$ cat config.mk
export PLATFORM = sky130hd
export DESIGN_NAME = excp_redirect_ctrl
export DESIGN_NICKNAME = d
export VERILOG_FILES = /design/src/rtl/redirect_pkg.sv /design/src/rtl/redirect_target_sel.sv /design/src/rtl/excp_redirect_ctrl.sv
export SDC_FILE = /design/constraint.sdc
export NUM_CORES = 1
export LEC_CHECK = 0
export BUFFER_PORTS_ARGS = -buffer_cell sky130_fd_sc_hd__buf_2
export CAP_MARGIN = 15
export CORE_MARGIN = 4
export CORE_UTILIZATION = 44
export DETAILED_ROUTE_END_ITERATION = 10
export MAX_ROUTING_LAYER = met4
export PLACE_DENSITY = 0.78
export SYNTH_ARGS = -nofsm -noshare
export SYNTH_HDL_FRONTEND = slang
export SYNTH_SLANG_ARGS = --single-unit
export TNS_END_PERCENT = 100
$ cat constraint.sdc
create_clock -name clk -period 1.6 [get_ports clk]
set_input_delay 0.08 -clock clk [delete_from_list [all_inputs] [get_ports clk]]
set_output_delay 0.08 -clock clk [all_outputs]
set_load 0.005 [all_outputs]
$ cat src/rtl/redirect_pkg.sv
// Shared types for the writeback redirect controller and its target selector.
// Combinational definitions only; no latency and no flow control of their own.
package redirect_pkg;

  localparam int PC_W_DEF = 32;

  typedef enum logic [1:0] {
    IDLE     = 2'd0,
    WAIT_IC  = 2'd1,
    FLUSH    = 2'd2,
    REDIRECT = 2'd3
  } state_t;

  typedef enum logic [1:0] {
    CAUSE_EXCP    = 2'd0,
    CAUSE_TLBR    = 2'd1,
    CAUSE_ERTN    = 2'd2,
    CAUSE_REFETCH = 2'd3
  } cause_t;

endpackage

$ cat src/rtl/redirect_target_sel.sv
// Priority encode of the writeback redirect causes (excp > ertn > refetch) plus target mux.
// Purely combinational, zero latency; it has no flow control and never stalls.
module redirect_target_sel
  import redirect_pkg::*;
#(
  parameter int PC_W = PC_W_DEF
) (
  input  logic            excp,
  input  logic            tlbrefill,
  input  logic            ertn,
  input  logic            refetch,
  input  logic [PC_W-1:0] pc,
  input  logic [PC_W-1:0] eentry,
  input  logic [PC_W-1:0] tlbrentry,
  input  logic [PC_W-1:0] era,
  output logic            hit,
  output logic [1:0]      cause,
  output logic [PC_W-1:0] target
);

  assign hit = excp | ertn | refetch;

  always_comb begin
    cause  = CAUSE_REFETCH;
    target = pc + PC_W'(4);
    if (excp) begin
      cause  = tlbrefill ? CAUSE_TLBR : CAUSE_EXCP;
      target = tlbrefill ? tlbrentry : eentry;
    end else if (ertn) begin
      cause  = CAUSE_ERTN;
      target = era;
    end
  end

endmodule

$ cat src/rtl/excp_redirect_ctrl.sv
// Sequences WB redirects: accept -> FLUSH_CYCLES of flush (+commit strobe) -> hold redirect; accept-to-idle is FLUSH_CYCLES+2 cycles.
// Backpressure: stalls WB while the icache is busy, holds redirect_valid/pc until redirect_ready.
module excp_redirect_ctrl
  import redirect_pkg::*;
#(
  parameter int FLUSH_CYCLES = 1,
  parameter int PC_W         = PC_W_DEF
) (
  input  logic            clk,
  input  logic            reset,
  input  logic            wb_valid,
  input  logic            wb_excp,
  input  logic            wb_tlbrefill,
  input  logic            wb_ertn,
  input  logic            wb_refetch,
  input  logic [PC_W-1:0] wb_pc,
  input  logic            icache_busy,
  input  logic [PC_W-1:0] csr_eentry,
  input  logic [PC_W-1:0] csr_tlbrentry,
  input  logic [PC_W-1:0] csr_era,
  output logic            wb_stall,
  output logic            flush,
  output logic            excp_commit,
  output logic            ertn_commit,
  output logic [PC_W-1:0] commit_pc,
  output logic            redirect_valid,
  output logic [PC_W-1:0] redirect_pc,
  input  logic            redirect_ready
);

  localparam logic [3:0] CNT_INIT = 4'(FLUSH_CYCLES - 1);

  state_t          state_q, state_d;
  logic [3:0]      cnt_q, cnt_d;
  logic [1:0]      cause_q;
  logic [PC_W-1:0] target_q, pc_q;

  logic            sel_hit;
  logic [1:0]      sel_cause;
  logic [PC_W-1:0] sel_target;
  logic            evt, accept;
  logic            stall_c, flush_c, excp_c, ertn_c, rv_c;

  redirect_target_sel #(.PC_W(PC_W)) u_sel (
    .excp      (wb_excp),
    .tlbrefill (wb_tlbrefill),
    .ertn      (wb_ertn),
    .refetch   (wb_refetch),
    .pc        (wb_pc),
    .eentry    (csr_eentry),
    .tlbrentry (csr_tlbrentry),
    .era       (csr_era),
    .hit       (sel_hit),
    .cause     (sel_cause),
    .target    (sel_target)
  );

  assign evt = wb_valid & sel_hit;

  always_comb begin
    state_d = state_q;
    cnt_d   = cnt_q;
    accept  = 1'b0;
    stall_c = 1'b0;
    flush_c = 1'b0;
    excp_c  = 1'b0;
    ertn_c  = 1'b0;
    rv_c    = 1'b0;
    case (state_q)
      IDLE: begin
        if (evt) begin
          if (icache_busy) begin
            stall_c = 1'b1;
            state_d = WAIT_IC;
          end else begin
            accept  = 1'b1;
            cnt_d   = CNT_INIT;
            state_d = FLUSH;
          end
        end
      end
      WAIT_IC: begin
        stall_c = wb_valid;
        if (!evt) begin
          state_d = IDLE;
        end else if (!icache_busy) begin
          accept  = 1'b1;
          cnt_d   = CNT_INIT;
          state_d = FLUSH;
        end
      end
      FLUSH: begin
        flush_c = 1'b1;
        // Commit strobes fire once, on the first flush cycle only.
        if (cnt_q == CNT_INIT) begin
          excp_c = (cause_q == CAUSE_EXCP) || (cause_q == CAUSE_TLBR);
          ertn_c = (cause_q == CAUSE_ERTN);
        end
        if (cnt_q == 4'd0) begin
          state_d = REDIRECT;
        end else begin
          cnt_d = cnt_q - 4'd1;
        end
      end
      REDIRECT: begin
        rv_c    = 1'b1;
        stall_c = wb_valid;
        if (redirect_ready) begin
          state_d = IDLE;
        end
      end
      default: state_d = IDLE;
    endcase
  end

  // Reset masks every output in the cycle it is applied, so an aborted flush emits no strobe.
  assign wb_stall       = reset & stall_c;
  assign flush          = reset & flush_c;
  assign excp_commit    = reset & excp_c;
  assign ertn_commit    = reset & ertn_c;
  assign commit_pc      = (excp_commit | ertn_commit) ? pc_q : '0;
  assign redirect_valid = reset & rv_c;
  assign redirect_pc    = redirect_valid ? target_q : '0;

  always_ff @(posedge clk) begin
    if (!reset) begin
      state_q  <= IDLE;
      cnt_q    <= 4'd0;
      cause_q  <= 2'd0;
      target_q <= '0;
      pc_q     <= '0;
    end else begin
      state_q <= state_d;
      cnt_q   <= cnt_d;
      if (accept) begin
        cause_q  <= sel_cause;
        target_q <= sel_target;
        pc_q     <= wb_pc;
      end
    end
  end

endmodule

After elaboration in Yosys (flattened, before gate mapping)
Index checks and enable logic that the tools add are counted.

Flip-flop bits (word level): 72. Word-level logic and storage cells: 68. Input port bits: 137.

Reductions and logical operators: 9. Equal/unequal tests: 12. Muxes and demuxes: 31. Bitwise logic cells: 9. $add $sub $neg: 2.

Operators by type and width (number): 2-to-1 mux 32 bit (5); adder 32 x 3 -> 32 bit, second input constant (1); 2-to-1 mux 2 bit (7); 2-to-1 mux 1 bit (13); 2-to-1 mux 4 bit (3); != test 2 bit, second input constant (5); case mux 2 bit (4 select lines) (1); case mux 4 bit (2 select lines) (1); AND reduction 4 bit (2); bitwise AND 1 bit (6); == test 2 bit, second input constant (3); == test 2 x 1 -> 1 bit, second input constant (2); logical NOT 2 bit (2); logical NOT 4 bit (1); OR reduction 2 bit (2); subtractor 4 x 1 -> 4 bit, second input constant (1); != test 3 bit, second input constant (1); OR 1 bit (3); != test 2 x 1 -> 1 bit, second input constant (1); case mux 1 bit (2 select lines) (1); nonzero test 2 bit (1); logical OR 1 bit (1).

Depth between registers and ports, before layout
Gate-level depths: netlist of run 1.

Word-level depth: 7. Gate-level depth with buffers: 8. Depth with buffers taken out: 7.

By module
From an unflattened synthesis of run 1, not the netlist that was laid out.

Cell total of the unflattened synthesis: 637. Area total of the unflattened synthesis: 4760.8 um^2.

Modules (own cells, without submodules): excp_redirect_ctrl (area each 3216.8 um^2, instances 1, cells each 402, sequential area each 1441.4 um^2); redirect_target_sel (area each 1544.0 um^2, instances 1, cells each 235, sequential area each 0.0 um^2).

Worst setup path after synthesis of run 1
No wires, ideal clock.

Kind: reg-to-reg. Start point: reg state_q[1]. End point: reg target_q[10]. Clock period less this slack: 1.667 ns. Stages on the path, launching flop included: 8. Data arrival time: 1.535 ns. Setup slack: -0.067 ns. Data required time: 1.468 ns. Setup time: 0.132 ns. Cell sequence: dfxtp_1 > or3b_1 > buf_2 > o21bai_1 > buf_4 > buf_4 > a31oi_1 > o41ai_2.

Cells in the longest elaborated chain, start to end: 3. Elaborated cells on any way between the ends: 4. Those cells by class: 1 x eq/ne; 1 x mux; 2 x reduce/logical.

Ends and longest elaborated chain: start, declared (RTL line excp_redirect_ctrl.sv:33) `state_t state_q, state_d;`; start signal, assigned (RTL line excp_redirect_ctrl.sv:133) `state_q <= state_d;`; == test 2 x 1 -> 1 bit / logical NOT 2 bit (equally long branches) (RTL line excp_redirect_ctrl.sv:69) `case (state_q)`; OR reduction 2 bit (no line) *; 2-to-1 mux 1 bit *; end signal, assigned (RTL line excp_redirect_ctrl.sv:137) `target_q <= sel_target;`; end, declared (RTL line excp_redirect_ctrl.sv:36) `logic [PC_W-1:0] target_q, pc_q;`.

Every way passes the cells marked *; elsewhere a longest branch is shown, timed or not. A chain may end at the register's enable or synchronous reset.

Worst setup path in the final report of run 1
Start point: reg cnt_q[1]. End point: out commit_pc[15].

Cells in the longest elaborated chain, start to end: 6. Elaborated cells on any way between the ends: 9. Those cells by class: 5 x mux; 3 x bitwise; 1 x reduce/logical.

Ends and longest elaborated chain: start, declared (RTL line excp_redirect_ctrl.sv:34) `logic [3:0] cnt_q, cnt_d;`; start signal, assigned (RTL line excp_redirect_ctrl.sv:134) `cnt_q <= cnt_d;`; logical NOT 4 bit * (RTL line excp_redirect_ctrl.sv:95) `if (cnt_q == CNT_INIT) begin`; 2-to-1 mux 1 bit (RTL line excp_redirect_ctrl.sv:95); 2-to-1 mux 1 bit (RTL line excp_redirect_ctrl.sv:69); bitwise AND 1 bit (on tied branches) (RTL line excp_redirect_ctrl.sv:119, excp_redirect_ctrl.sv:120); OR 1 bit * (RTL line excp_redirect_ctrl.sv:121) `assign commit_pc = (excp_commit | ertn_commit) ? pc_q : '0;`; 2-to-1 mux 32 bit * (RTL line excp_redirect_ctrl.sv:121); end, declared (RTL line excp_redirect_ctrl.sv:25) `output logic [PC_W-1:0] commit_pc,`.

Marked as above.

==> results.cfg, run 1 <==
[pwr]
p_leak_nw = 3.21
combinationalPowerShare_pct = 25.3
irDropWorstVdd_v = 0.000335
p_seq_share_pct = 42.3
netSwitchingFraction_pct = 31.3
p_per_area_nw_per_um2 = 628
p_switching_mw = 1.45
finalPower_mw = 4.62
internal_power_mw = 3.17
power.share.clock_pct = 32.4

[clock_network]
cts_made_buffers = 9
clk_latency_ns = 0.36
ctsLongestPathBuffers = 2
cts_root_buf = clkbuf_8
cts_tree = done
cts-htree-levels = 3
clock-sinks = 72
cts.clk_slew.worst_paths_ns = 0.08

[critical_path]
crit_fanout = 8
critPathRequiredTime_ns = 1.52
max_stage_delay_ns = 0.33
cp-start-kind = register
r2r_setup_slack_ns = -0.10
crit_type = reg2out
slowest_stage = dfxtp_2
arrival_ns = 1.89
end_kind = output pin
worst-path-buf-inv = 4
path_cells = inv_2 > ha_4 > nor3b_4 > nand2_2 > a21oi_4 > buf_12 > clkbuf_16 > and2_4 > buf_6
crit_family = buffers and inverters

[synthesis]
syn_avg_cell_area_sq_um = 7.88
yosysWarningCount = 0
netlist_area_sq_um = 4730
synth-main-ff-cell = dfxtp_1
synth_area_leaders = dfxtp_1, and2_1, nand2_1
ys_seq_elements = 72
synth.largest_area_cell = dfxtp_1
synth-compound-area-share_pct = 21.7
synthMuxAreaShare_pct = 7.97
synth_edf_count = 0
async_flop_share_pct = 0
synthSimpleGateAreaFrac_pct = 29.0
synth_adder_area_share_pct = 0.794
synth_nets = 740
synth_cells = 600
synth_top_family_by_area = simple AND/OR/NAND/NOR gates
yosysSeqAreaShare_pct = 30.5
synth_xor_area_share_pct = 3.89
synth_cell_types = 58
synth_top_area_share_pct = 30.5

[finish]
mostFrequentLayoutCells = buf_2, nand2_1, dfxtp_1
layout_commonest_cell = buf_2
final_nets = 997
flow.area_growth_from_synthesis_pct = 55.6
antenna_cells = 0
drive_gt1_share_pct = 50.5
stdcell_count = 998

[routing]
drt_wl_total_mm = 19.3
drt_iter0_drc = 468
drt-met1-wl_mm = 7.59
dr_wl_met2_mm = 9.35
wl_per_cell_um = 19.3
vias_per_cell = 5.78
ant_nets = 0
highest_layer = met4
first_pass_iters = 5
num_vias = 5767
drcViolationCount = 0
dr_wl_met3_mm = 1.53

[global_route]
grt_max_degree = 57
grt.total_usage_pct = 28.1
grt_pass1_vias = 5607
grt_first_pass_wirelength_mm = 27.8
grt_overflow = 0
antenna_found_initial = 0

[sta]
fin_crit_sh_pct = 123
fin_ws_ns = -0.370
fin_skew_ns = 0.0100
hold_ws_ns = 0.000585
maxSlewViolCount = 0
max_freq_mhz = 508
rsz0062_at_grt = yes
worstMarginPinSlew_ns = 0.671
finalSetupTns_ns = -12.51
timing_hold_violations_final = 0
finalSetupViolCount = 67
period_minus_slack_ns = 1.97
max_slew_margin_pct = 55.3

[run_status]
status = finished, violations left
violations = setup timing

[flow_run]
drv_cap = 0

[floorplanning]
chipHeight_um = 112
die_w_um = 112
io_pins = 206
rows = 37
start_util_pct = 45.4
coreArea_sq_um = 10400
floorplan.die_area_sq_um = 12500

[place]
port-buffer-count = 205
pre_cts_ws_ns = -0.154
dp_cells = 948
gp_congestion = 0.989
hpwl_mm = 13.2

[hold_path]
min_path_type = in2reg
==> through the flow <==
step	utilization (%)	area, sq um
2_1_floorplan	-	4770
4_1_cts	64.1	6680
3_5_place_dp	59.5	6200
6_report	70.6	7360
5_1_grt	70.6	7360
3_3_place_gp	59.5	6200
==> registers in the layout, indices dropped and copies added (netlist names) <==
| name | count |
|---|---|
| cnt_q | 4 |
| state_q | 2 |
| target_q | 32 |
| pc_q | 32 |
| cause_q | 2 |
==> worst paths after layout <==
kind | endpoint | depth (start not counted) | start
hold / removal | target_q[15]$_SDFFE_PN0P_ | 3 | csr_era[15]
setup / recovery | commit_pc[15] | 9 | cnt_q[1]$_SDFFE_PN0P_
hold reg to reg | target_q[12]$_SDFFE_PN0P_ | 2 | target_q[12]$_SDFFE_PN0P_
setup reg to reg | target_q[21]$_SDFFE_PN0P_ | 6 | state_q[1]$_SDFFE_PN0P_
==> power groups by stage <==
stage / Clock [mW] / Sequential (mW) / Combinational (mW)
final: 1.50 / 1.95 / 1.17
after global routing: 1.57 / 1.96 / 1.25
after CTS: 1.49 / 1.94 / 1.00
after detailed placement: 0 / 1.98 / 0.935
after global placement: 0 / 1.97 / 0.905
after floorplan: 0 / 1.96 / 0.509
==> kinds of logic (layout without fill, tap and decap cells) <==
kind of cell | after synthesis | in the layout
flops | 72 | 72
simple gates | 257 | 257
buf+inv | 60 | 322
fa+ha+maj | 3 | 3
mux | 35 | 35
xor+xnor | 21 | 21
compound gates | 152 | 152
==> cells in the mapped netlist, drive strengths merged (8+ instances only) <==
cell / instances
clkbuf: 26
nand2: 97
nand3: 18
a211oi: 13
inv: 10
mux2i: 14
a21oi: 63
and2: 64
nor2: 26
o21ai: 24
buf: 24
xnor2: 18
dfxtp: 72
a221oi: 8
mux2: 21
a311oi: 8
nor3: 16
==> per-layer routing <==
metal  GRT usage [%]  up-vias
met3            5.22       69
met4            10.7        0
met1            33.8     2738
li1                -     2632
met2            46.7      328
met5               -        -
==> tightest hold or removal path, stage by stage <==
cell and delay, ns:
buf_2 0.08, a221oi_2 0.04, a21oi_1 0.11
==> timing repair <==
item | in CTS | in global routing
hold buffers | 9 | 0
resized for setup | 26 | 127
setup buffers | 9 | 14
endpoints found under the hold margin | 9 | 0
cloned | 1 | 5
pin swaps | 6 | 44
setup endpoints to repair | 90 | 137
==> final cells by class <==
| class | instances | area [sq um] |
|---|---|---|
| clock buffers | 9 | 124 |
| clock inverters | 7 | 72.6 |
| fillers | 747 | 3060 |
| inverters | 10 | 37.5 |
| multi-input cells | 468 | 3340 |
| flip-flops and latches | 72 | 1450 |
| well taps | 136 | 170 |
| repair buffers | 296 | 2160 |
No activity file was read; power rests on OpenSTA's default activity.
==> inputs of run 2 (changes only) <==
--- a/config.mk
+++ b/config.mk
@@ -6,7 +6,8 @@
 export NUM_CORES = 1
 export LEC_CHECK = 0
 export BUFFER_PORTS_ARGS = -buffer_cell sky130_fd_sc_hd__buf_2
-export CAP_MARGIN = 15
+export CAP_MARGIN = 20
+export CORE_ASPECT_RATIO = 1.1
 export CORE_MARGIN = 4
 export CORE_UTILIZATION = 44
 export DETAILED_ROUTE_END_ITERATION = 10
==> run 2 against run 1 <==
  * The flow still finishes with violations (setup timing)
  * Combinational power is 5% lower
  * Global-route usage is 0.080 points lower
  * Register-to-register slack worse by 0.05 ns
  * Sequential share of layout area hardly changed
  * Flip-flop and latch count stayed put
  * Count of clock-buffer cells in the layout is 3 higher
  * Clock power is 55% higher
  * Total power is 16% higher
  * Hold slack better by 0.0026 ns
  * Largest cell class unchanged
  * Worst setup slack worse by 0.11 ns
  * Wire length is 0.41% higher
==> results.cfg, run 2 (synthesis results as in run 1) <==
[pwr]
p_per_area_nw_per_um2 = 733
p_leak_nw = 3.23
internal_power_mw = 3.91
p_switching_mw = 1.46
combinationalPowerShare_pct = 20.6
netSwitchingFraction_pct = 27.2
irDropWorstVdd_v = 0.000575
p_seq_share_pct = 36.3
power.share.clock_pct = 43.1

[sta]
max_freq_mhz = 481
timing_hold_violations_final = 0
period_minus_slack_ns = 2.08
worstMarginPinSlew_ns = 0.656
maxSlewViolCount = 0
rsz0062_at_grt = yes
max_slew_margin_pct = 56.2
fin_skew_ns = 0.00452
finalSetupViolCount = 45
fin_crit_sh_pct = 130
fin_ws_ns = -0.480

[clock_network]
cts_made_buffers = 9
ctsLongestPathBuffers = 2
cts-htree-levels = 3
cts.clk_slew.worst_paths_ns = 0.06
clock-sinks = 72
cts_tree = done
cts_root_buf = clkbuf_16
clk_latency_ns = 0.33

[routing]
num_vias = 5667
ant_nets = 0
drt_iter0_drc = 494
drt_wl_total_mm = 19.4
drcViolationCount = 0
vias_per_cell = 5.67
wl_per_cell_um = 19.4
first_pass_iters = 6

[critical_path]
path_cells = inv_2 > ha_4 > nor3b_4 > nand2_2 > a21oi_4 > buf_12 > clkbuf_16 > and2_1 > buf_2
crit_type = reg2out
end_kind = output pin
crit_fanout = 8
critPathRequiredTime_ns = 1.52
max_stage_delay_ns = 0.32
cp-start-kind = register
arrival_ns = 2.00
slowest_stage = dfxtp_2

[global_route]
use_met3_pct = 3.37
grt_most_used_layer = met2
antenna_found_initial = 0
grt_pass1_vias = 5239
grt.total_usage_pct = 28.0
grt_first_pass_wirelength_mm = 26.5
met2_usage_pct = 49.5
grt_max_degree = 57
grt_overflow = 0
gr-usage-met1_pct = 33.4

[place]
gp_congestion = 0.914
port-buffer-count = 205
hpwl_mm = 12.6
place_area_sq_um = 6240
pre_cts_ws_ns = -0.0819

[floorplanning]
floorplan.die_area_sq_um = 12500
rows = 39
io_pins = 206
start_util_pct = 45.3
die_w_um = 107
chipHeight_um = 117
coreArea_sq_um = 10400

[finish]
antenna_cells = 0
mostFrequentLayoutCells = buf_2, nand2_1, dfxtp_1
layout_commonest_cell = buf_2
multi_input_area_sq_um = 3320
drive_gt1_share_pct = 48.8
register_area_sq_um = 1450
n_fill_cell = 842
final_area_sq_um = 7340
final_nets = 991
largestRegisters = pc_q (32), target_q (32), cnt_q (4)
flow.area_growth_from_synthesis_pct = 55.2

[hold_path]
min_path_type = in2reg

[run_status]
status = finished, violations left
violations = setup timing

[flow_run]
drv_cap = 0
run 2: changes by cell type in the layout (fill, tap and decap cells not counted), sizes merged:
cell         previous run  this run
clkinv                  4         0
bufinv                  1         2
buf                   282       285
clkbuf                 14        15
o21bai                  1         3
dlygate4sd3             9         0
run 2: metrics by stage:
stage                     total power [mW]  hold slack, ns  utilization [%]  setup TNS, ns  instances
after floorplan                       2.47           0.216                -        -0.0127        600
after global placement                2.89           0.338             59.8         -0.174        963
after detailed placement              2.91           0.347             59.8         -0.660        963
after CTS                             5.24         0.00203             66.3          -9.59        991
after global routing                  5.55          0.0342             70.2         -16.94        999
final                                 5.38         0.00315             70.2         -15.48        999
run 2: worst paths after layout:
check,startpoint,endpoint,slack (ns),cells past startpoint
setup / recovery,cnt_q[1]$_SDFFE_PN0P_,commit_pc[7],-0.48,9
hold / removal,wb_pc[1],pc_q[1]$_SDFFE_PN0P_,0.003,3
setup reg to reg,cnt_q[1]$_SDFFE_PN0P_,cnt_q[3]$_SDFFE_PN0P_,-0.15,8
hold reg to reg,pc_q[4]$_SDFFE_PN0P_,pc_q[4]$_SDFFE_PN0P_,0.45,2
run 2: final cells by class:
| class | instances | area share [%] |
|---|---|---|
| multi-input combinational | 470 | 45.3 |
| timing repair buffer | 288 | 27.4 |
| sequential | 72 | 19.7 |
| clock buffer | 12 | 3.63 |
| tap | 143 | 2.44 |
| clock inverter | 4 | 1.02 |
| inverter | 10 | 0.512 |
run 2: worst max-delay path: cells and delay by family (launching register included):
family	cells	cell delay [ns]
compound gates	1	0.16
fa+ha+maj	1	0.16
buf+inv	4	0.52
flops	1	0.32
simple gates	3	0.50
run 2: power by group through the flow:
stage | clock network (mW) | registers [mW] | logic, mW
after floorplan | 0 | 1.96 | 0.509
after global placement | 0 | 1.98 | 0.916
after detailed placement | 0 | 1.98 | 0.930
after CTS | 2.31 | 1.94 | 0.982
after global routing | 2.40 | 1.96 | 1.19
final | 2.32 | 1.95 | 1.11
run 2: what timing repair did:
action,in CTS,in global routing
pin swaps,10,29
buffers inserted,9,7
hold buffers,0,0
gates cloned,3,5
setup endpoints to repair,73,129
gates resized for setup,50,63
run 2: per-layer routing:
metal	vias to the layer above	part of all wire, %	wire length (um)
met1	2646	38	7400
met2	333	50	9680
met4	0	3.7	719
met3	57	8.1	1570
met5	-	0	0
li1	2631	-	-
